$ cat src/rtl/spi_cmd_decoder.sv
// SPI byte-stream command decoder: register writes and 16-bit pixel streaming.
// Define SPI_CMD_CHECKSUM_EN to require an XOR checksum byte after each register write.
module spi_cmd_decoder #(
  parameter int ADDR_W   = 4,
  parameter int PX_CNT_W = 20
) (
  input  logic                clk,
  input  logic                rst,
  input  logic [7:0]          byte_in,
  input  logic                byte_valid,
  input  logic                spi_active,
  output logic                reg_wr_en,
  output logic [ADDR_W-1:0]   reg_addr,
  output logic [15:0]         reg_wdata,
  output logic                px_valid,
  output logic [15:0]         px_data,
  output logic [PX_CNT_W-1:0] px_count,
  output logic [7:0]          err_count,
  output logic                busy
);

`ifdef SPI_CMD_CHECKSUM_EN
  typedef enum logic [2:0] {IDLE, WR_HI, WR_LO, WR_CHK, ST_HI, ST_LO, DISCARD} state_t;
`else
  typedef enum logic [2:0] {IDLE, WR_HI, WR_LO, ST_HI, ST_LO, DISCARD} state_t;
`endif

  localparam logic [3:0] CMD_NOP    = 4'h0;
  localparam logic [3:0] CMD_WRITE  = 4'h1;
  localparam logic [3:0] CMD_STREAM = 4'h2;
  localparam logic [PX_CNT_W-1:0] PX_ONE = PX_CNT_W'(1);

  state_t                state_q, state_d;
  logic [ADDR_W-1:0]     addr_q, addr_d;
  logic [7:0]            hi_q, hi_d;
`ifdef SPI_CMD_CHECKSUM_EN
  logic [7:0]            opc_q, opc_d;
  logic [7:0]            lo_q, lo_d;
`endif
  logic                  wr_en_q, wr_en_d;
  logic [ADDR_W-1:0]     raddr_q, raddr_d;
  logic [15:0]           wdata_q, wdata_d;
  logic                  pxv_q, pxv_d;
  logic [15:0]           pxd_q, pxd_d;
  logic [PX_CNT_W-1:0]   pxc_q, pxc_d;
  logic [7:0]            err_q, err_d;
  logic                  err_inc;
  logic                  frame_end_err;

  always_ff @(posedge clk or posedge rst) begin
    if (rst) begin
      state_q <= IDLE;
      addr_q  <= '0;
      hi_q    <= '0;
`ifdef SPI_CMD_CHECKSUM_EN
      opc_q   <= '0;
      lo_q    <= '0;
`endif
      wr_en_q <= 1'b0;
      raddr_q <= '0;
      wdata_q <= '0;
      pxv_q   <= 1'b0;
      pxd_q   <= '0;
      pxc_q   <= '0;
      err_q   <= '0;
    end else begin
      state_q <= state_d;
      addr_q  <= addr_d;
      hi_q    <= hi_d;
`ifdef SPI_CMD_CHECKSUM_EN
      opc_q   <= opc_d;
      lo_q    <= lo_d;
`endif
      wr_en_q <= wr_en_d;
      raddr_q <= raddr_d;
      wdata_q <= wdata_d;
      pxv_q   <= pxv_d;
      pxd_q   <= pxd_d;
      pxc_q   <= pxc_d;
      err_q   <= err_d;
    end
  end

  // A frame that ends mid-write or on half a pixel is a protocol error.
  always_comb begin
    frame_end_err = 1'b0;
    case (state_q)
      WR_HI, WR_LO, ST_LO: frame_end_err = 1'b1;
`ifdef SPI_CMD_CHECKSUM_EN
      WR_CHK:              frame_end_err = 1'b1;
`endif
      default:             frame_end_err = 1'b0;
    endcase
  end

  always_comb begin
    state_d = state_q;
    addr_d  = addr_q;
    hi_d    = hi_q;
`ifdef SPI_CMD_CHECKSUM_EN
    opc_d   = opc_q;
    lo_d    = lo_q;
`endif
    wr_en_d = 1'b0;
    raddr_d = raddr_q;
    wdata_d = wdata_q;
    pxv_d   = 1'b0;
    pxd_d   = pxd_q;
    pxc_d   = pxc_q;
    err_inc = 1'b0;

    // Frame end outranks any byte arriving in the same cycle.
    if (!spi_active) begin
      state_d = IDLE;
      err_inc = frame_end_err;
    end else if (byte_valid) begin
      case (state_q)
        IDLE: begin
          case (byte_in[7:4])
            CMD_NOP: state_d = IDLE;
            CMD_WRITE: begin
              addr_d  = byte_in[ADDR_W-1:0];
`ifdef SPI_CMD_CHECKSUM_EN
              opc_d   = byte_in;
`endif
              state_d = WR_HI;
            end
            CMD_STREAM: begin
              pxc_d   = '0;
              state_d = ST_HI;
            end
            default: begin
              err_inc = 1'b1;
              state_d = DISCARD;
            end
          endcase
        end
        WR_HI: begin
          hi_d    = byte_in;
          state_d = WR_LO;
        end
        WR_LO: begin
`ifdef SPI_CMD_CHECKSUM_EN
          lo_d    = byte_in;
          state_d = WR_CHK;
`else
          wr_en_d = 1'b1;
          raddr_d = addr_q;
          wdata_d = {hi_q, byte_in};
          state_d = IDLE;
`endif
        end
`ifdef SPI_CMD_CHECKSUM_EN
        WR_CHK: begin
          if (byte_in == (opc_q ^ hi_q ^ lo_q)) begin
            wr_en_d = 1'b1;
            raddr_d = addr_q;
            wdata_d = {hi_q, lo_q};
          end else begin
            err_inc = 1'b1;
          end
          state_d = IDLE;
        end
`endif
        ST_HI: begin
          hi_d    = byte_in;
          state_d = ST_LO;
        end
        ST_LO: begin
          pxv_d   = 1'b1;
          pxd_d   = {hi_q, byte_in};
          pxc_d   = pxc_q + PX_ONE;
          state_d = ST_HI;
        end
        DISCARD: state_d = DISCARD;
        default: state_d = IDLE;
      endcase
    end

    err_d = (err_inc && (err_q != 8'hFF)) ? err_q + 8'd1 : err_q;
  end

  assign reg_wr_en = wr_en_q;
  assign reg_addr  = raddr_q;
  assign reg_wdata = wdata_q;
  assign px_valid  = pxv_q;
  assign px_data   = pxd_q;
  assign px_count  = pxc_q;
  assign err_count = err_q;
  assign busy      = (state_q != IDLE);

endmodule

$ cat config.mk
export PLATFORM = sky130hd
export DESIGN_NAME = spi_cmd_decoder
export DESIGN_NICKNAME = d
export VERILOG_FILES = /design/src/rtl/spi_cmd_decoder.sv
export SDC_FILE = /design/constraint.sdc
export NUM_CORES = 1
export LEC_CHECK = 0
export ABC_AREA = 1
export CAP_MARGIN = 20
export CELL_PAD_IN_SITES_DETAIL_PLACEMENT = 0
export CELL_PAD_IN_SITES_GLOBAL_PLACEMENT = 1
export CORE_ASPECT_RATIO = 0.75
export CORE_MARGIN = 3
export CORE_UTILIZATION = 40
export CTS_CLUSTER_SIZE = 24
export DETAILED_ROUTE_END_ITERATION = 10
export DONT_BUFFER_PORTS = 1
export GPL_TIMING_DRIVEN = 0
export PLACE_DENSITY = 0.76
export SYNTH_ARGS = -nofsm -noshare
export SYNTH_HDL_FRONTEND = slang
export SYNTH_SLANG_ARGS = --single-unit
$ cat constraint.sdc
create_clock -name clk -period 2.84 [get_ports clk]
set_clock_uncertainty 0.2 [all_clocks]
set_input_delay 0.568 -clock clk [delete_from_list [all_inputs] [get_ports clk]]
set_output_delay 0.568 -clock clk [all_outputs]
set_load 0.01 [all_outputs]
==> impl_metrics.ini <==
[outcome]
status = finished clean

[grt]
grt_pass1_vias = 2786
grt_pass1_wl_mm = 15.4
antenna_found_initial = 0
globalRouteTotalUtil = 0.181
grt_max_degree = 44
overflow = 0

[floorplan]
core-area_um2 = 8780
num_io_pins = 79
rows = 29
die_h_um = 89.9
dieArea_um2 = 10600
initial_core_util = 0.428
die_w_um = 118

[yosys]
ys_seq_elements = 81
synth.distinct_cells = 33
syn_inst = 450
synth_warnings = 0
avgSynthCellArea_um2 = 8.35
async_flop_share = 1.00
synth_area_um2 = 3760
synth_nets = 464
synthFlopType = dfrtp_1
synth_edf_count = 0
yosys.area.top_type = dfrtp_1
yosysTopAreaCellShare = 0.539
synth-seq-area-share = 0.539
synth_area_leaders = dfrtp_1 (54%), nand2_1 (14%), o21ai_0 (7.1%)

[timing]
finalHoldViolCount = 0
drv_slew = 0
setup-violations-final = 0
timing.final.crit_period_ns = 1.89
min_period_over_period = 0.666
tightest_slew_ns = 0.488
rsz0062_at_grt = no
fin_setup_tns_ns = 0
slew_headroom = 0.674
fmaxAchievable_mhz = 529

[power]
switching_power_mw = 1.14
ir_worst_vdd_uv = 429
cellPowerDensity_nw_per_um2 = 822
comb_power_share = 0.149
p_int_mw = 2.36
p_seq_frac = 0.534
p_sw_frac = 0.325
clkPwrFrac = 0.317
leakage_nw = 2.03

[critical_path]
cp_num_cells = 2
arrival_ns = 1.12
r2r-start = state_q[0]
crit_chain = nor2_1 -> nand2_1
crit_family = flip-flops
cp-end-kind = output port
worstReg2RegEnd = reg_wdata[7]
crit_end = busy
rrSetupSlack_ns = 0.96
cp_slowest_cell = dfrtp_1
slowest_delay_ns = 0.43
crit_type = flop to output port
startpoint = state_q[0]
path_buf_inv = 0
required_ns = 2.07
worst_r2r_path_depth = 6
worstPathMaxFanout = 6
start_kind = flop

[clocking]
clkTransAtPathRegs_ns = 0.06
clockBufferDepth = 2
ctsHoldBuffers = 1
post_cts_buffers = 0
cts_buffers = 9
cts_tree = done
clockRootBuffer = clkbuf_16
worst_skew_pair.late_latency_ns = 0.32
cts_max_level = 3
cts-resized-gates = 0
clock-sinks = 81

[final_layout]
area_growth_pct = 13.0
diodes = 0
post-route-cell-area_um2 = 4250
drive_gt1_frac = 0.0962
fin_nets = 478
fillers = 884

[place]
io_buffers = 0
hpwl_mm = 6.85
placed_area_um2 = 3960
routabilityCongestion = 0.822

[route]
first_pass_iters = 4
wl_per_cell_um = 15.5
num_vias = 2947
drt_iter0_drc = 168
vias_per_cell = 4.98
drc = 0
ant_nets = 0
wl_mm = 9.17

[hold_path]
hold_path.class = input port to flop
hold_path_startpoint = spi_active

[flow_run]
cap_violations = 0
[Yosys cell counts (all sizes together), types with 2 or more instances]
master and number:
o22ai 2, nand2 141, o21ai 63, a21oi 3, nor3 3, nor3b 2, nand3 21, inv 48
nor2 46, buf 8, clkbuf 2, dfrtp 81, ha 2, o21bai 5, xnor2 4, nand4 12
xor2 3
[per-stage QoR]
step	total power, mW	setup slack [ns]	hold WS, ns	cells	util
after floorplan	2.22	1.12	0.242	450	-
after global placement	2.38	0.662	0.252	574	0.446
after detailed placement	2.42	0.818	0.228	576	0.451
after CTS	3.54	0.935	0.186	592	0.483
after global routing	3.73	0.708	0.199	592	0.483
final	3.49	0.948	0.199	592	0.483
[cells by family after synthesis]
family / after synthesis / share of synthesized area
compound gates: 74 / 0.112
flops: 81 / 0.539
simple gates: 227 / 0.258
xor+xnor: 7 / 0.0163
fa+ha+maj: 2 / 0.00666
buf+inv: 59 / 0.0676
[state kept, by name (all words and copies together), names as in the netlist]
name / cells
px_count: 20
px_data: 16
reg_wdata: 16
err_count: 8
hi_q: 8
addr_q: 4
reg_addr: 4
state_q: 3
px_valid: 1
reg_wr_en: 1
[worst min-delay path by stage]
stage	cells past startpoint	endpoint	slack, ns
2_1_floorplan	2	reg_addr[0]	0.24
3_3_place_gp	2	reg_addr[1]	0.25
3_5_place_dp	1	px_valid	0.23
4_1_cts	2	state_q[2]	0.19
5_1_grt	2	state_q[1]	0.20
6_report	2	state_q[2]	0.20
[power by group through the flow]
stage          Sequential (mW)  Combinational (mW)  Clock [mW]
6_report                  1.86               0.519        1.11
5_1_grt                   1.91               0.623        1.20
4_1_cts                   1.87               0.528        1.14
3_5_place_dp              1.89               0.527           0
3_3_place_gp              1.88               0.499           0
2_1_floorplan             1.79               0.427           0
[placed cells by master, fill, tap and decap left out, types with 3 or more instances in the layout]
cell / count
buf_2: 3
buf_4: 3
clkbuf_1: 5
clkbuf_16: 9
dfrtp_1: 81
inv_1: 43
inv_2: 3
nand2_1: 136
nand2_2: 3
nand3_1: 21
nand4_1: 12
nor2_1: 41
nor2_2: 3
nor3_1: 3
o21ai_0: 53
o21ai_1: 6
o21ai_2: 4
o21bai_2: 3
xnor2_1: 4
xor2_1: 3
[area by class of cell]
class / instances / area [um2] / share of cell area
Clock buffer: 12 / 236 / 0.0557
Timing Repair Buffer: 3 / 50.0 / 0.0118
Inverter: 49 / 190 / 0.0448
Multi-Input combinational cell: 310 / 1480 / 0.348
Clock inverter: 3 / 42.5 / 0.0100
Tap cell: 124 / 155 / 0.0365
Sequential cell: 81 / 2030 / 0.477
Buffer: 10 / 67.6 / 0.0159
[worst register-to-register path, delay by kind of cell (launching register included)]
kind,cells,cell delay (ns)
buffers and inverters,3,0.57
DFF,1,0.43
AOI/OAI and AO/OA,1,0.16
and+or+nand+nor,2,0.37
[routing by layer]
| metal | track usage | wire, um |
|---|---|---|
| met3 | 0.0602 | 630 |
| met2 | 0.247 | 3840 |
| met5 | 0 | 0 |
| met4 | 0.0410 | 49 |
| met1 | 0.275 | 4650 |
Power figures use the tool's default switching activity.
